<file path="config.mk">
export PLATFORM = sky130hd
export DESIGN_NAME = sync_fifo_fwft
export DESIGN_NICKNAME = d
export VERILOG_FILES = /design/src/rtl/sync_fifo_pkg.sv /design/src/rtl/fifo_mem_2p.sv /design/src/rtl/sync_fifo_fwft.sv
export SDC_FILE = /design/constraint.sdc
export NUM_CORES = 1
export LEC_CHECK = 0
export ABC_AREA = 1
export CORE_MARGIN = 4
export CORE_UTILIZATION = 47
export DETAILED_ROUTE_END_ITERATION = 8
export GPL_ROUTABILITY_DRIVEN = 1
export HOLD_SLACK_MARGIN = 0.15
export PLACE_DENSITY = 0.74
export SETUP_SLACK_MARGIN = 0.05
export SYNTH_ARGS = -nofsm -noshare
export SYNTH_HDL_FRONTEND = slang
export SYNTH_HIERARCHICAL = 1
export SYNTH_SLANG_ARGS = --single-unit
</file>
<file path="constraint.sdc">
create_clock -name clk -period 2.6 [get_ports clk]
set_input_delay 0.78 -clock clk [delete_from_list [all_inputs] [get_ports clk]]
set_output_delay 0.78 -clock clk [all_outputs]
set_load 0.1 [all_outputs]
</file>
<file path="src/rtl/sync_fifo_pkg.sv">
// Shared sizing and parameter-legality helpers for the single- and dual-clock FIFOs.
// Pure elaboration-time functions; no logic, latency or flow control of their own.
package sync_fifo_pkg;

  // Occupancy needs one more bit than the pointers so that "full" (== depth) is representable.
  function automatic int lvl_w(input int depth);
    return $clog2(depth) + 1;
  endfunction

  function automatic bit is_pow2(input int value);
    return (value >= 2) && ((value & (value - 1)) == 0);
  endfunction

  function automatic bit thresholds_ok(input int depth, input int afull_lvl, input int aempty_lvl);
    return (afull_lvl >= 1) && (afull_lvl <= depth) &&
           (aempty_lvl >= 0) && (aempty_lvl <= depth - 1);
  endfunction

endpackage

</file>
<file path="src/rtl/fifo_mem_2p.sv">
// DEPTH x DWIDTH register array: write lands on the clock edge, read is combinational (0 cycles).
// No flow control here; the caller gates the write enable.
module fifo_mem_2p #(
  parameter int DWIDTH = 8,
  parameter int DEPTH  = 16,
  parameter int AWIDTH = $clog2(DEPTH)
) (
  input  logic              clk,
  input  logic              we,
  input  logic [AWIDTH-1:0] waddr,
  input  logic [DWIDTH-1:0] wdata,
  input  logic [AWIDTH-1:0] raddr,
  output logic [DWIDTH-1:0] rdata
);

  logic [DWIDTH-1:0] mem [DEPTH];

  // Storage is deliberately left out of reset; occupancy tracking decides what is valid.
  always_ff @(posedge clk) begin
    if (we) begin
      mem[waddr] <= wdata;
    end
  end

  assign rdata = mem[raddr];

endmodule

</file>
<file path="src/rtl/sync_fifo_fwft.sv">
// Single-clock FIFO with optional first-word-fall-through; rdata 1 cycle after r_en (FWFT=0) or 0 (FWFT=1).
// Writes while full and reads while empty are dropped and recorded in sticky overflow/underflow flags.
module sync_fifo_fwft
  import sync_fifo_pkg::*;
#(
  parameter int DWIDTH     = 8,
  parameter int DEPTH      = 16,
  parameter bit FWFT       = 1'b0,
  parameter int AFULL_LVL  = 14,
  parameter int AEMPTY_LVL = 2
) (
  input  logic                      clk,
  input  logic                      rst,
  input  logic                      w_en,
  input  logic [DWIDTH-1:0]         wdata,
  output logic                      wfull,
  output logic                      wafull,
  input  logic                      r_en,
  output logic [DWIDTH-1:0]         rdata,
  output logic                      rempty,
  output logic                      raempty,
  output logic [lvl_w(DEPTH)-1:0]   level,
  output logic                      overflow,
  output logic                      underflow,
  input  logic                      clr_err
);

  localparam int AWIDTH = $clog2(DEPTH);
  localparam int LW     = lvl_w(DEPTH);

  localparam logic [LW-1:0] FULL_L   = LW'(DEPTH);
  localparam logic [LW-1:0] AFULL_L  = LW'(AFULL_LVL);
  localparam logic [LW-1:0] AEMPTY_L = LW'(AEMPTY_LVL);

  if (!is_pow2(DEPTH)) begin : g_bad_depth
    $error("sync_fifo_fwft: DEPTH=%0d is not a power of two >= 2", DEPTH);
  end
  if (!thresholds_ok(DEPTH, AFULL_LVL, AEMPTY_LVL)) begin : g_bad_thresh
    $error("sync_fifo_fwft: AFULL_LVL=%0d / AEMPTY_LVL=%0d out of range for DEPTH=%0d",
           AFULL_LVL, AEMPTY_LVL, DEPTH);
  end

  logic [AWIDTH-1:0] wptr;
  logic [AWIDTH-1:0] rptr;
  logic [DWIDTH-1:0] mem_rd;
  logic              wr_fire;
  logic              rd_fire;

  // Flags come only from the registered level, so request inputs never reach them combinationally.
  assign wfull   = (level == FULL_L);
  assign wafull  = (level >= AFULL_L);
  assign rempty  = (level == '0);
  assign raempty = (level <= AEMPTY_L);

  assign wr_fire = w_en && !wfull;
  assign rd_fire = r_en && !rempty;

  fifo_mem_2p #(
    .DWIDTH (DWIDTH),
    .DEPTH  (DEPTH),
    .AWIDTH (AWIDTH)
  ) u_mem (
    .clk    (clk),
    .we     (wr_fire),
    .waddr  (wptr),
    .wdata  (wdata),
    .raddr  (rptr),
    .rdata  (mem_rd)
  );

  // Pointers wrap DEPTH-1 -> 0 through natural overflow of their AWIDTH bits.
  always_ff @(posedge clk or posedge rst) begin
    if (rst) begin
      wptr  <= '0;
      rptr  <= '0;
      level <= '0;
    end else begin
      if (wr_fire) begin
        wptr <= wptr + 1'b1;
      end
      if (rd_fire) begin
        rptr <= rptr + 1'b1;
      end
      unique case ({wr_fire, rd_fire})
        2'b10:   level <= level + 1'b1;
        2'b01:   level <= level - 1'b1;
        default: level <= level;
      endcase
    end
  end

  // A new error event in the same cycle as clr_err keeps the flag set.
  always_ff @(posedge clk or posedge rst) begin
    if (rst) begin
      overflow  <= 1'b0;
      underflow <= 1'b0;
    end else begin
      if (w_en && wfull) begin
        overflow <= 1'b1;
      end else if (clr_err) begin
        overflow <= 1'b0;
      end
      if (r_en && rempty) begin
        underflow <= 1'b1;
      end else if (clr_err) begin
        underflow <= 1'b0;
      end
    end
  end

  if (FWFT) begin : g_fwft
    assign rdata = mem_rd;
  end else begin : g_reg_rd
    logic [DWIDTH-1:0] rdata_q;

    // mem_rd is the pre-edge head, so a same-cycle write can never leak into rdata.
    always_ff @(posedge clk or posedge rst) begin
      if (rst) begin
        rdata_q <= '0;
      end else if (rd_fire) begin
        rdata_q <= mem_rd;
      end
    end

    assign rdata = rdata_q;
  end

endmodule

</file>
==> run metrics <==
Post-CTS Hold Fix Bufs=0; Crit. End Element=output pin; Setup crit start=level[0]; total number of vias=4804; P per Cell Area=1220 nW/µm²; die area=16500 µm²; post-CTS resize count=0; yosys warns=6; fin area=8060 µm²; total CTS buffers=17; Total Routing Usage GR=0.192; sequential fraction of the synthesis area=0.649; Initial Util=0.485; met1 Resource Use GR=0.245; most frequent cells in the layout=nand2_1, edfxtp_1, inv_1; pre-CTS setup slack=about 0.054 ns; fin. max-slew vios=0; placed insts=900; critical path class=reg -> out; Max stage delay on crit path=0.53 ns; TritonCTS clock tree=done; share of layout cells above drive strength 1=0.144; first-pass GRT wire length=~24 mm; drt drc=0; clk buf depth=2; GR Overflow Total=0; crit share post-route=0.918; grt met3 use=0.0477; Vias per Instance=roughly 5.2; initial antenna violation count=0; Post-Syn Area=between 6000 and 7000 µm²; Die X=128 µm; Fin. Hold Viols=0; Root Buffer=clkbuf_16; hold path start=rdata[4]; Final Critical Period=2.39 ns; Bufs and invs on worst path=1; Post-Synth Adder-Cell Area=0.00918; FF+latch count, synth=151; final setup fails=0; compound-cell area share of the yosys netlist=0.00625; combinational family with the most area after synthesis=simple AND/OR/NAND/NOR gates; CP Max Fanout=6; worst-path cell chain=a2111oi_4 -> buf_12; Worst EP arrival=1.61 ns; worst-margin pin slew=about 0.75 ns; Slew HR=0.501; Reg-to-Reg Start=level[3]; Hold WC Path Type=reg -> reg; Final #Nets=757; worst-skew pair later-pin latency=0.42 ns; Leak=3.60 nW; Critical Path Source Type=flip-flop; global placement routability congestion=approximately 0.86; most common cell after layout, fill and taps aside=nand2_1; xor and xnor area share after synthesis=0.0114; largest net degree at the start of global routing=between 60 and 70; Ports=32; Die Y=~130 µm; status=finished clean; Syn Nets=699; vias in the first global route=between 4000 and 5000; WP data required=1.82 ns; GR Util met2=0.319; Async SR Flop Fraction=0.152; post-synthesis cell type count=27; Buffers on Ports=31; Initial DRC Count=454; clk slew on worst S/H paths=0.06 ns; Max IR drop VDD=0.787 mV; Setup TNS=0 ns; Worst path slowest cell=dfrtp_4; Mean Syn Cell Area=10.0 µm²; Post-synth EDFFs=128; global routing's busiest layer=met2; fin cells=about 930; first drt pass iteration count=5; Setup Fix Bufs, Post-CTS=0; DP Area=between 7000 and 8000 µm²; Clock Skew=0.00763 ns; Core ar.=14000 µm²; Top Family by Delay on Critical Path=flip-flops; Total Wirelength=15.0 mm; Avg WL per Cell=between 15 and 20 µm; top_reg_cell synth=edfxtp_1; area fraction in and, or, nand and nor cells after synthesis=0.232; RSZ-0062 raised after global routing=no; max-cap viol count=0; Max H-tree Level=4; Area Overhead vs Synth=18.3%; synthesized instance count=681; multiplexer share of the synthesized area=0; # rows=43; # diodes=0; clock sink count=151; antenna-violating nets left=0; hpwl dp=between 9 and 10 mm; FMAX=0.419 GHz; Final WS setup=around 0.21 ns
-- synthesized netlist by cell type (5+ instances only) --
master	instances	area [µm²]
inv_1	114	428
inv_2	7	26.3
nor2_1	20	75.1
dfrtp_1	23	576
edfxtp_1	128	3840
xor2_1	5	43.8
ha_1	5	62.6
nand2_1	227	852
buf_2	13	65.1
buf_6	7	78.8
nand3_1	103	515
-- tightest hold or removal path, cell delays in order, from the launching register on --
cell and delay, ns:
dfrtp_1 0.34, nand2_1 0.05, nand2_1 0.06
-- path summary, 6_finish.rpt --
check	to	slack (ns)	cells after the start
setup reg to reg	level[4]	0.57	16
hold / removal	rdata[4]	0.48	2
setup / recovery	raempty	0.21	2
max in group asynchronous	level[3]	1.63	3
min in group asynchronous	rdata[6]	0.70	3
hold reg to reg	rdata[4]	0.48	2
-- where the power goes --
group          internal (mW)  total [mW]  leakage [nW]  switching [mW]
sequential              3.05        3.38          1.43           0.334
combinational           1.15        4.09          1.90            2.94
clock                   1.42        2.40         0.268           0.976
-- layout make-up --
| class | count | area [µm²] |
|---|---|---|
| inverters | 121 | 454 |
| flip-flops and latches | 151 | 4430 |
| fillers | 1161 | 5980 |
| clock inverters | 13 | 146 |
| clock buffers | 19 | 433 |
| multi-input cells | 384 | 1790 |
| well taps | 180 | 225 |
| repair buffers | 64 | 573 |
-- registers in the layout (all words and copies together) (netlist names) --
name,flops
overflow,1
rptr,4
level,5
wptr,4
rdata,8
u_mem/mem,128
underflow,1
-- cells by family after synthesis --
logic type	count (synthesis)
buf+inv	146
xor+xnor	8
simple gates	364
fa+ha+maj	5
compound gates	7
flops	151
-- metal layers --
layer	wire length (µm)	part of all wire	vias to the layer above
li1	-	-	2296
met1	6130	0.41	2274
met2	7450	0.50	201
met3	1020	0.068	33
met4	422	0.028	0
met5	0	0	-
-- through the flow --
stage / util / power (mW) / hold WS, ns
3_3_place_gp: 0.533 / 7.41 / 0.465
3_5_place_dp: 0.533 / 7.48 / 0.472
2_1_floorplan: - / 6.41 / 0.440
5_1_grt: 0.574 / 10.4 / 0.521
4_1_cts: 0.574 / 9.89 / 0.487
6_report: 0.574 / 9.87 / 0.484
Power figures use the tool's default switching activity.
